--- src/rtl/id_ex_buffer.sv ---
// ID/EX pipeline register with load-use hazard detection, branch flush and external hold.
// Optional performance counters are built when ID_EX_PERF_EN is defined.
module id_ex_buffer #(
    parameter int WORD_W   = 64,
    parameter int OPC_W    = 11,
    parameter int REG_W    = 5,
    parameter int ZERO_REG = 31
) (
    input  logic              clk,
    input  logic              reset,
    input  logic              valid_id,
    input  logic              uncond_branch_id,
    input  logic              branch_id,
    input  logic              mem_read_id,
    input  logic              mem_to_reg_id,
    input  logic              mem_write_id,
    input  logic              reg_write_id,
    input  logic              ALU_src_id,
    input  logic [1:0]        ALU_op_id,
    input  logic [OPC_W-1:0]  opcode_id,
    input  logic [REG_W-1:0]  read_reg1_id,
    input  logic [REG_W-1:0]  read_reg2_id,
    input  logic [REG_W-1:0]  write_register_id,
    input  logic [WORD_W-1:0] cur_pc_id,
    input  logic [WORD_W-1:0] read_data1_id,
    input  logic [WORD_W-1:0] read_data2_id,
    input  logic [WORD_W-1:0] sign_extended_output_id,
    input  logic              flush_ie,
    input  logic              hold_ie,
    output logic              valid_ie,
    output logic              uncond_branch_ie,
    output logic              branch_ie,
    output logic              mem_read_ie,
    output logic              mem_to_reg_ie,
    output logic              mem_write_ie,
    output logic              reg_write_ie,
    output logic              ALU_src_ie,
    output logic [1:0]        ALU_op_ie,
    output logic [OPC_W-1:0]  opcode_ie,
    output logic [REG_W-1:0]  read_reg1_ie,
    output logic [REG_W-1:0]  read_reg2_ie,
    output logic [REG_W-1:0]  write_register_ie,
    output logic [WORD_W-1:0] cur_pc_ie,
    output logic [WORD_W-1:0] read_data1_ie,
    output logic [WORD_W-1:0] read_data2_ie,
    output logic [WORD_W-1:0] sign_extended_output_ie,
    output logic              hazard_stall_id,
    output logic [31:0]       bubble_count,
    output logic [31:0]       flush_count
);

    logic load_use;
    logic dst_match;

    assign dst_match = (write_register_ie == read_reg1_id) || (write_register_ie == read_reg2_id);
    assign load_use  = valid_ie && mem_read_ie && valid_id
                     && (write_register_ie != REG_W'(ZERO_REG)) && dst_match;
    assign hazard_stall_id = load_use && !hold_ie && !flush_ie;

    // hazard_stall_id is already masked by hold/flush, so one clear branch covers reset, flush and bubble.
    always_ff @(posedge clk) begin
        if (reset || flush_ie || hazard_stall_id) begin
            valid_ie                <= 1'b0;
            uncond_branch_ie        <= 1'b0;
            branch_ie               <= 1'b0;
            mem_read_ie             <= 1'b0;
            mem_to_reg_ie           <= 1'b0;
            mem_write_ie            <= 1'b0;
            reg_write_ie            <= 1'b0;
            ALU_src_ie              <= 1'b0;
            ALU_op_ie               <= '0;
            opcode_ie               <= '0;
            read_reg1_ie            <= '0;
            read_reg2_ie            <= '0;
            write_register_ie       <= '0;
            cur_pc_ie               <= '0;
            read_data1_ie           <= '0;
            read_data2_ie           <= '0;
            sign_extended_output_ie <= '0;
        end else if (!hold_ie) begin
            valid_ie                <= valid_id;
            uncond_branch_ie        <= uncond_branch_id && valid_id;
            branch_ie               <= branch_id && valid_id;
            mem_read_ie             <= mem_read_id && valid_id;
            mem_to_reg_ie           <= mem_to_reg_id && valid_id;
            mem_write_ie            <= mem_write_id && valid_id;
            reg_write_ie            <= reg_write_id && valid_id;
            ALU_src_ie              <= ALU_src_id && valid_id;
            ALU_op_ie               <= ALU_op_id & {2{valid_id}};
            opcode_ie               <= opcode_id;
            read_reg1_ie            <= read_reg1_id;
            read_reg2_ie            <= read_reg2_id;
            write_register_ie       <= write_register_id;
            cur_pc_ie               <= cur_pc_id;
            read_data1_ie           <= read_data1_id;
            read_data2_ie           <= read_data2_id;
            sign_extended_output_ie <= sign_extended_output_id;
        end
    end

`ifdef ID_EX_PERF_EN
    logic [31:0] bubble_q;
    logic [31:0] flush_q;

    always_ff @(posedge clk) begin
        if (reset) begin
            bubble_q <= '0;
            flush_q  <= '0;
        end else begin
            if (hazard_stall_id && (bubble_q != '1))
                bubble_q <= bubble_q + 32'd1;
            if (flush_ie && (valid_ie || valid_id) && (flush_q != '1))
                flush_q <= flush_q + 32'd1;
        end
    end

    assign bubble_count = bubble_q;
    assign flush_count  = flush_q;
`else
    assign bubble_count = '0;
    assign flush_count  = '0;
`endif

endmodule

--- config.mk ---
export PLATFORM = sky130hd
export DESIGN_NAME = id_ex_buffer
export DESIGN_NICKNAME = d
export VERILOG_FILES = /design/src/rtl/id_ex_buffer.sv
export SDC_FILE = /design/constraint.sdc
export NUM_CORES = 1
export LEC_CHECK = 0
export CORE_AREA = 10 10 245 247
export DETAILED_ROUTE_END_ITERATION = 16
export DIE_AREA = 0 0 255 257
export DONT_BUFFER_PORTS = 1
export HOLD_SLACK_MARGIN = 0.1
export SETUP_SLACK_MARGIN = 0.4
export SLEW_MARGIN = 20
export SYNTH_ARGS = -nofsm -noshare
export SYNTH_HDL_FRONTEND = slang
export SYNTH_SLANG_ARGS = --single-unit
export TNS_END_PERCENT = 100
--- constraint.sdc ---
create_clock -name clk -period 1.9 [get_ports clk]
set_input_delay 0.285 -clock clk [delete_from_list [all_inputs] [get_ports clk]]
set_output_delay 0.285 -clock clk [all_outputs]
set_load 0.01 [all_outputs]
==> flow_summary.toml <==
[run_status]
outcome = "finished with violations"
violations = "hold timing, slew limit, setup timing"

[timing]
fin_crit_sh_pct = 115
worst_slack_ps = -283
fmax_mhz = 458
finalMaxSlewViolations = 199
skew_ps = 12.4
layout_min_cycle_time_ps = 2180
worst_pin_slew_ps = 2980
finalHoldViolations = 43
rsz0062_at_grt = "true"
max_slew_margin_pct = -98.9
finalSetupViolCount = 222
fin_hold_ws_ps = -204

[synth]
ys_seq_area_share_pct = 40.0
syn_area_mm2 = 0.0146
yosysUniqueCellTypes = 21
synth_top_area_share_pct = 40.0
syn-instance-count = 1123
syn_area_per_cell_um2 = 13.0
synth_area_leader_cell = "dfxtp_1"
synthTopCellsByArea = "dfxtp_1 (40%), a2111oi_2 (29%), mux2i_1 (19%)"
ys_ff_latch = 292
synth_warnings = 0

[worst_setup_path]
crit_path_start_kind = "primary input"
end_kind = "register"
critPathMaxStageDelay_ps = 990
cp.required_ps = 2290
critPathBufInv = 0
cp_max_fo = 292
crit_arrival_ps = 2580
path_cells = "a2111oi_4"
critical-path-top-delay-family = "compound AO/OA/AOI/OAI gates"
crit_slowest_cell = "a2111oi_4"
path_class = "in -> reg"

[pwr]
p_clk_share_pct = 41.2
ir_drop_mv = 0.673
p_sw_share_pct = 25.1
intPower_w = 0.0108
p_per_area_mw_per_mm2 = 643
total_power_w = 0.0144
switchingPower_w = 0.00361
pwr-share-seq_pct = 46.0
p_leak_nw = 6.77
combinationalPowerShare_pct = 12.8

[layout]
fin_area_mm2 = 0.0224
fin_cells = 1943
drive_gt1_share_pct = 40.5
nets = 1510
syn2layout_area_growth_pct = 52.9
num-fill-cells = 4783

[clock_tree]
cts_tree = "built"
numCtsBuffers = 31
clkSinkCount = 292
clock_latency_ps = 570
clkTransAtPathRegs_ps = 60
cts_root_buffer = "clkbuf_16"
cts_max_level = 1
clockBufferDepth = 3

[global_routing]
grt_pass1_vias = 11200
grt_max_degree = 295
antenna_found_initial = 4
grt_pass1_wl_mm = 80.9
overflow = 0
grtUsageTotal_pct = 16.0

[place]
placed_cells = 1719
gp_congestion = 0.729
dpl-instance-area_mm2 = 0.0150
port-buffer-count = 0
detailed_place_hpwl_mm = 32.7

[routing]
drc_errors = 0
dr_wl_met3_mm = 4.96
highest_layer = "met5"
drt-met1-wl_mm = 20.5
vias_per_cell = 5.29
ant_nets = 0
first_pass_iters = 4
routedWlPerCell_um = 29.1
drtIter0Drc = 520
wl_met2_mm = 29.8
postRouteWirelength_mm = 56.5
vias = 10300

[die]
fp.coreArea_mm2 = 0.0549
die_x_um = 255
fp-row-count = 86
chipHeight_um = 257
start_util_pct = 26.6
io_pins = 653
die_area_mm2 = 0.0655

[flow_run]
cap_violations = 0

[hold_path]
hp-class = "in -> reg"
cell families after synthesis:
| group | count (synthesis) | share of synthesized area, % |
|---|---|---|
| XOR/XNOR | 10 | 0.599 |
| AO/OA/AOI/OAI | 304 | 30.1 |
| buffers and inverters | 226 | 9.69 |
| flip-flops | 292 | 40.0 |
| multiplexers | 282 | 19.3 |
| AND/OR/NAND/NOR | 8 | 0.325 |
| other | 1 | 0.0256 |
placed cells by master (no fill, tap or decap), types with 7 or more instances in the layout:
| cell type | instances |
|---|---|
| clkbuf_1 | 10 |
| xnor2_2 | 9 |
| buf_6 | 17 |
| buf_16 | 50 |
| conb_1 | 64 |
| a2111oi_2 | 34 |
| clkbuf_16 | 32 |
| mux2i_1 | 282 |
| dfxtp_1 | 287 |
| buf_12 | 40 |
| buf_4 | 21 |
| dlygate4sd3_1 | 80 |
| buf_8 | 7 |
| clkbuf_8 | 8 |
| a22oi_1 | 9 |
| a2111oi_4 | 258 |
path summary, 6_finish.rpt:
kind	slack, ps	cells after the start	startpoint	to
max reg2reg	-180	9	write_register_ie[3]	read_data2_ie[43]
min reg2reg	640	2	read_data2_ie[45]	read_data2_ie[45]
min	-200	1	reset	read_data1_ie[41]
max	-280	1	reset	write_register_ie[1]
sequential cells by signal (all words and copies together), names as in the netlist:
signal                   count
opcode_ie                   11
branch_ie                    1
ALU_src_ie                   1
mem_to_reg_ie                1
read_reg2_ie                 5
write_register_ie            5
sign_extended_output_ie     64
mem_write_ie                 1
cur_pc_ie                   64
read_data2_ie               64
mem_read_ie                  1
uncond_branch_ie             1
valid_ie                     1
read_data1_ie               64
reg_write_ie                 1
read_reg1_ie                 5
ALU_op_ie                    2
power groups by stage:
stage,Sequential [W],Combinational (W),Clock (W)
6_report,0.00661,0.00183,0.00592
4_1_cts,0.00661,0.00167,0.00603
3_3_place_gp,0.00675,0.000983,0
3_5_place_dp,0.00674,0.00102,0
5_1_grt,0.00663,0.00192,0.00628
2_1_floorplan,0.00665,0.00141,0
synth_stat cells:
library cell and number:
nand4b_1 1, nand3_1 2, o22ai_2 1, buf_6 18, dfxtp_1 292, nor2b_1 1
a22oi_1 9, xnor2_1 10, and4_1 1, a21oi_1 1, buf_1 1, mux2i_1 282
a211oi_2 1, and2_1 1, conb_1 1, clkbuf_1 67, nand2_1 2, buf_2 37
buf_4 103, a2111oi_0 13, a2111oi_2 279
repair_timing:
action / in CTS / in global routing
endpoints found under the hold margin: 292 / 283
pin swaps: 189 / 101
endpoints found under the setup margin: 287 / 293
buffers inserted: 37 / 10
cloned: 38 / 1
hold buffers: 62 / 18
resized for setup: 390 / 64
metrics by stage:
step	setup WS (ps)	setup TNS (ps)	util [%]
2_1_floorplan	340	0	-
3_3_place_gp	59.1	0	27.4
3_5_place_dp	111	0	27.4
4_1_cts	-165	-5290	39.1
5_1_grt	-195	-16790	40.7
6_report	-283	-22740	40.7
area by class of cell:
type	count	area (µm²)	share of cell area (%)
diodes	3	7.51	0.0336
clock buffers	49	923	4.13
clock inverters	6	55.1	0.246
multi-input cells	668	11000	49.2
flip-flops and latches	292	5860	26.2
well taps	704	881	3.94
repair buffers	221	3620	16.2
per-layer routing:
metal,global-route usage (%),vias up
met1,17.6,5201
met2,28.9,422
li1,-,4581
met5,0,-
met3,4.83,75
met4,4.40,2
Power figures use the tool's default switching activity.
